===== src/rtl/register_file_pkg.sv =====
// rtl/register_file_pkg.sv - shared widths and constants for the register file
package register_file_pkg;

  localparam int DEFAULT_DATA_WIDTH = 32;
  localparam int DEFAULT_ADDR_WIDTH = 5;
  localparam int REG_ZERO           = 0;

endpackage


===== src/rtl/register_file_if.sv =====
// rtl/register_file_if.sv - read/write port bundle for the register file
interface register_file_if
  import register_file_pkg::*;
#(
  parameter int DATA_WIDTH = DEFAULT_DATA_WIDTH,
  parameter int ADDR_WIDTH = DEFAULT_ADDR_WIDTH
);

  logic [ADDR_WIDTH-1:0] address_s1;
  logic [ADDR_WIDTH-1:0] address_s2;
  logic [ADDR_WIDTH-1:0] address_d;
  logic [DATA_WIDTH-1:0] data_dval;
  logic                  write_enable;
  logic [DATA_WIDTH-1:0] data_s1val;
  logic [DATA_WIDTH-1:0] data_s2val;

  modport master (
    output address_s1,
    output address_s2,
    output address_d,
    output data_dval,
    output write_enable,
    input  data_s1val,
    input  data_s2val
  );

  modport slave (
    input  address_s1,
    input  address_s2,
    input  address_d,
    input  data_dval,
    input  write_enable,
    output data_s1val,
    output data_s2val
  );

endinterface


===== src/rtl/register_file_read_port.sv =====
// rtl/register_file_read_port.sv - one combinational read port with write bypass and $zero forcing
module register_file_read_port
  import register_file_pkg::*;
#(
  parameter int DATA_WIDTH = DEFAULT_DATA_WIDTH,
  parameter int ADDR_WIDTH = DEFAULT_ADDR_WIDTH
) (
  input  logic                  reset_n,
  input  logic [ADDR_WIDTH-1:0] address,
  input  logic [DATA_WIDTH-1:0] stored,
  input  logic                  write_enable,
  input  logic [ADDR_WIDTH-1:0] address_d,
  input  logic [DATA_WIDTH-1:0] data_dval,
  output logic [DATA_WIDTH-1:0] data
);

  logic read_zero;
  logic bypass_hit;

  assign read_zero  = (address == ADDR_WIDTH'(REG_ZERO));
  assign bypass_hit = write_enable && (address_d != ADDR_WIDTH'(REG_ZERO)) && (address_d == address);

  // Reset wins over bypass so a write held during reset never leaks out.
  always_comb begin
    data = '0;
    if (!reset_n || read_zero) begin
      data = '0;
    end else if (bypass_hit) begin
      data = data_dval;
    end else begin
      data = stored;
    end
  end

endmodule


===== src/rtl/register_file.sv =====
// rtl/register_file.sv - 2**ADDR_WIDTH x DATA_WIDTH register file, two read ports, one write port
module register_file
  import register_file_pkg::*;
#(
  parameter int DATA_WIDTH = DEFAULT_DATA_WIDTH,
  parameter int ADDR_WIDTH = DEFAULT_ADDR_WIDTH
) (
  input  logic           clock,
  input  logic           reset_n,
  register_file_if.slave bus
);

  localparam int NUM_REGS = 2 ** ADDR_WIDTH;

  logic [DATA_WIDTH-1:0] regs [NUM_REGS];
  logic                  write_hit;

  assign write_hit = bus.write_enable && (bus.address_d != ADDR_WIDTH'(REG_ZERO));

  // Entry 0 is never written, so it holds its reset value of zero forever.
  always_ff @(posedge clock or negedge reset_n) begin
    if (!reset_n) begin
      for (int i = 0; i < NUM_REGS; i++) begin
        regs[i] <= '0;
      end
    end else if (write_hit) begin
      regs[bus.address_d] <= bus.data_dval;
    end
  end

  register_file_read_port #(
    .DATA_WIDTH (DATA_WIDTH),
    .ADDR_WIDTH (ADDR_WIDTH)
  ) u_read_s1 (
    .reset_n      (reset_n),
    .address      (bus.address_s1),
    .stored       (regs[bus.address_s1]),
    .write_enable (bus.write_enable),
    .address_d    (bus.address_d),
    .data_dval    (bus.data_dval),
    .data         (bus.data_s1val)
  );

  register_file_read_port #(
    .DATA_WIDTH (DATA_WIDTH),
    .ADDR_WIDTH (ADDR_WIDTH)
  ) u_read_s2 (
    .reset_n      (reset_n),
    .address      (bus.address_s2),
    .stored       (regs[bus.address_s2]),
    .write_enable (bus.write_enable),
    .address_d    (bus.address_d),
    .data_dval    (bus.data_dval),
    .data         (bus.data_s2val)
  );

endmodule


===== src/flat_wrapper.sv =====
// flat-port wrapper written by rule: the top's interface ports become plain ports
module register_file_flat import register_file_pkg::*;
#(
  parameter int DATA_WIDTH = DEFAULT_DATA_WIDTH,
  parameter int ADDR_WIDTH = DEFAULT_ADDR_WIDTH
)
  (clock, reset_n, bus_address_s1, bus_address_s2, bus_address_d, bus_data_dval, bus_write_enable, bus_data_s1val, bus_data_s2val);
  register_file_if #(.DATA_WIDTH(DATA_WIDTH), .ADDR_WIDTH(ADDR_WIDTH)) bus_i ();
  input  logic clock;
  input  logic reset_n;
  input wire logic [$bits(bus_i.address_s1)-1:0] bus_address_s1;
  input wire logic [$bits(bus_i.address_s2)-1:0] bus_address_s2;
  input wire logic [$bits(bus_i.address_d)-1:0] bus_address_d;
  input wire logic [$bits(bus_i.data_dval)-1:0] bus_data_dval;
  input wire logic [$bits(bus_i.write_enable)-1:0] bus_write_enable;
  output wire logic [$bits(bus_i.data_s1val)-1:0] bus_data_s1val;
  output wire logic [$bits(bus_i.data_s2val)-1:0] bus_data_s2val;
  assign bus_i.address_s1 = bus_address_s1;
  assign bus_i.address_s2 = bus_address_s2;
  assign bus_i.address_d = bus_address_d;
  assign bus_i.data_dval = bus_data_dval;
  assign bus_i.write_enable = bus_write_enable;
  assign bus_data_s1val = bus_i.data_s1val;
  assign bus_data_s2val = bus_i.data_s2val;
  register_file #(.DATA_WIDTH(DATA_WIDTH), .ADDR_WIDTH(ADDR_WIDTH)) u_core (.clock(clock), .reset_n(reset_n), .bus(bus_i));
endmodule

===== config.mk =====
export PLATFORM = sky130hd
export DESIGN_NAME = register_file_flat
export DESIGN_NICKNAME = d
export VERILOG_FILES = /design/src/rtl/register_file_pkg.sv /design/src/rtl/register_file_if.sv /design/src/rtl/register_file_read_port.sv /design/src/rtl/register_file.sv /design/src/flat_wrapper.sv
export SDC_FILE = /design/constraint.sdc
export NUM_CORES = 2
export LEC_CHECK = 0
export ABC_CLOCK_PERIOD_IN_PS = 2200
export BUFFER_PORTS_ARGS = -buffer_cell sky130_fd_sc_hd__buf_2
export CAP_MARGIN = 20
export CORE_ASPECT_RATIO = 0.5
export CORE_MARGIN = 2
export CORE_UTILIZATION = 40
export CTS_CLUSTER_DIAMETER = 200
export DETAILED_ROUTE_END_ITERATION = 8
export SYNTH_ARGS = -nofsm -noshare
export SYNTH_HDL_FRONTEND = slang
export SYNTH_SLANG_ARGS = --single-unit

===== constraint.sdc =====
create_clock -name clock -period 2.2 [get_ports clock]
set_clock_uncertainty 0.1 [all_clocks]
set_input_delay 0.22 -clock clock [delete_from_list [all_inputs] [get_ports clock]]
set_output_delay 0.22 -clock clock [all_outputs]
set_load 0.02 [all_outputs]

==> results.ini <==
[run_status]
status = finished with violations
violations = setup timing

[cells_and_area]
largest_reg_flops = 1024
drive_gt1_share_pct = 57.9
top_regs = u_core.regs (1024)
instances_no_fill = 6114
antenna_cells = 0
max_flop_register = u_core.regs
postLayoutCoreUtil_pct = 49.3
syn2layout_area_growth_pct = 21.8
finalNetCount = 4227

[global_routing]
grt_pass1_vias = 39400
antenna_found_initial = 2
track_usage_pct = 25.3
grt_pass1_wl_mm = 268
grt_overflow = 0
grt_max_degree = 181

[timing]
hold_viol_final = 0
max_freq_ghz = 0.344
fin_ws_ps = -709
maxSlewViolCount = 0
max_slew_margin_pct = 27.6
hold_ws_ps = 48.6
setup_viol = 64
rsz0062_at_grt = true
worst_pin_slew_ps = 1090
finalCritPeriodShare_pct = 132
period_needed_ps = 2910

[clocking]
clockBufferDepth = 3
clk_pin_slew_worst_paths_ps = 70
h-tree-depth = 3
cts_root_buffer = clkbuf_16
clock_latency_ps = 710
cts_sinks = 1024
cts_buffers = 97
cts_tree = done

[place]
place_inst = 5872
io_buffers = 113
pre_cts_slack_ps = -790
dp_hpwl_mm = 117
gp_congestion = 0.853

[die]
core_area_um2 = 138000
die_w_um = 532
fp-row-count = 96
die_h_um = 268
num_io_pins = 114
start_util_pct = 40.5
die_area_um2 = 142000

[logic_synthesis]
syn_inst = 3853
ys_ff_latch = 1024
ys_warn_count = 0
synthSimpleGateAreaFrac_pct = 1.39
synth_cell_types = 43
synth_edf_count = 0
syn_area_per_cell_um2 = 14.5
ys_seq_area_share_pct = 46.0
synth_compound_area_share_pct = 6.88
synth-xor-area-share_pct = 0.157
synth_top_family_by_area = multiplexers
async_flop_share_pct = 100
synthFlopType = dfrtp_1
synth_area_um2 = 55700
synth_mux_area_share_pct = 42.0
synth_fa_ha_area_share_pct = 0
syn-num-nets = 3903

[setup_path]
cp_max_fo = 3
crit_path_start_kind = flip-flop
required_ps = 1880
criticalPathCategory = reg2out
end_kind = output port
arrival_ps = 2590

[route]
wirelength_mm = 181
wire_per_inst_um = 29.6
avgViaCountPerCell = 6.15
drc = 0
ant_nets = 0
vias = 37600
drt_iter0_drc = 3105
firstDrtPassIters = 5

[power_and_ir_drop]
p_per_area_nw_per_um2 = 825
leakage_nw = 29.4
peakVddDrop_uv = 627
total_power_mw = 56.0

[flow_run]
drv_cap = 0

[hold_path]
hold_class = in2reg

report_power, final:
part	leakage [nW]	internal (mW)	switching (mW)
clock network	1.59	9.47	8.03
registers	13.1	22.4	2.63
logic	14.7	7.91	5.54
cells in the final DEF (no fill, tap or decap), types with 16 or more instances in the layout:
master     Yosys  final
clkbuf_8       0     18
a221o_1       32     32
buf_2        140     47
nand2_1       79     67
nor2b_1       38     22
clkinv_2       0     23
buf_6          8     89
a21oi_1       64     30
clkbuf_16      0     98
a22oi_2        0     33
nor2b_4        0     16
o211ai_4       0     16
a221oi_1     128     93
a21oi_2        0     33
a22oi_1       64     31
mux2i_1      320    310
clkbuf_1     214     20
nor2_4         0     18
mux4_2       384    384
a21o_1        32     24
buf_12         0    141
dfrtp_1     1024   1024
mux2_2      1011    995
buf_4         27    371
a211oi_2       0     26
mux2_4         0     16
o21bai_1      64     63
a221oi_2       0     35
critical path: stages (launching register included):
cell     delay, ps
dfrtp_1        400
mux4_2         480
a22oi_2        200
a21oi_2         90
buf_4          160
a221o_1        360
buf_6          170
repair_timing:
item	in CTS	in global routing
hold endpoints to repair	168	0
endpoints found under the setup margin	64	195
pin swaps	108	73
resized for setup	269	132
setup buffers	58	16
hold buffers	14	0
metal layers:
layer,wire (µm),share of wire [%],global-route usage [%]
met1,81300,45,35.9
met4,5860,3.2,9.00
met3,11700,6.5,4.55
met2,81800,45,38.9
met5,13,0.0072,0
kinds of logic after synthesis:
kind of cell / Yosys count
buffers and inverters: 445
AND/OR/NAND/NOR: 159
flip-flops: 1024
XOR/XNOR: 10
AO/OA/AOI/OAI: 487
multiplexers: 1728
cell usage after synthesis (3+ instances only):
master	n	area share, %
nand2b_1	4	0.045
buf_4	27	0.36
o21ai_0	32	0.29
inv_1	3	0.020
mux4_2	384	16
clkbuf_1	214	1.4
a211oi_1	32	0.43
buf_1	53	0.36
xnor2_1	10	0.16
buf_2	140	1.3
a22oi_1	64	0.86
o211ai_2	30	0.67
mux2i_1	320	5.7
o21bai_1	64	0.86
nand3_1	3	0.027
buf_6	8	0.16
a221o_1	32	0.57
a21oi_1	64	0.57
nor2b_1	38	0.43
a221oi_1	128	2.0
a21o_1	32	0.43
o211ai_1	3	0.040
nand2_1	79	0.53
mux2_2	1011	20
nand4b_1	3	0.047
dfrtp_1	1024	46
nor2_1	18	0.12
mux2_1	13	0.26
worst paths after layout:
check / startpoint / to / slack (ps) / depth (start not counted)
max: u_core.regs[1]$_DFFE_PN0P_ / bus_data_s1val[1] / -710 / 6
min: bus_data_dval[6] / u_core.regs[870]$_DFFE_PN0P_ / 50 / 2
max reg2reg: u_core.regs[289]$_DFFE_PN0P_ / u_core.regs[289]$_DFFE_PN0P_ / 1090 / 3
min reg2reg: u_core.regs[1005]$_DFFE_PN0P_ / u_core.regs[1005]$_DFFE_PN0P_ / 290 / 0
max in group asynchronous: reset_n / u_core.regs[333]$_DFFE_PN0P_ / 130 / 5
min in group asynchronous: reset_n / u_core.regs[4]$_DFFE_PN0P_ / 430 / 4
metrics by stage:
step	TNS [ps]	cell area (µm²)
global placement	-38260	62400
finish	-34200	67900
global route	-39070	67900
CTS	-38100	67200
floorplan	-1020	55800
detailed placement	-37010	62400
area by class of cell:
type / count / area [µm²]
fillers: 11800 / 69800
clock buffers: 136 / 2780
clock inverters: 38 / 462
repair buffers: 667 / 7070
inverters: 3 / 13.8
well taps: 1862 / 2330
multi-input cells: 2384 / 29600
flip-flops and latches: 1024 / 25600
No activity file was read; power rests on OpenSTA's default activity.
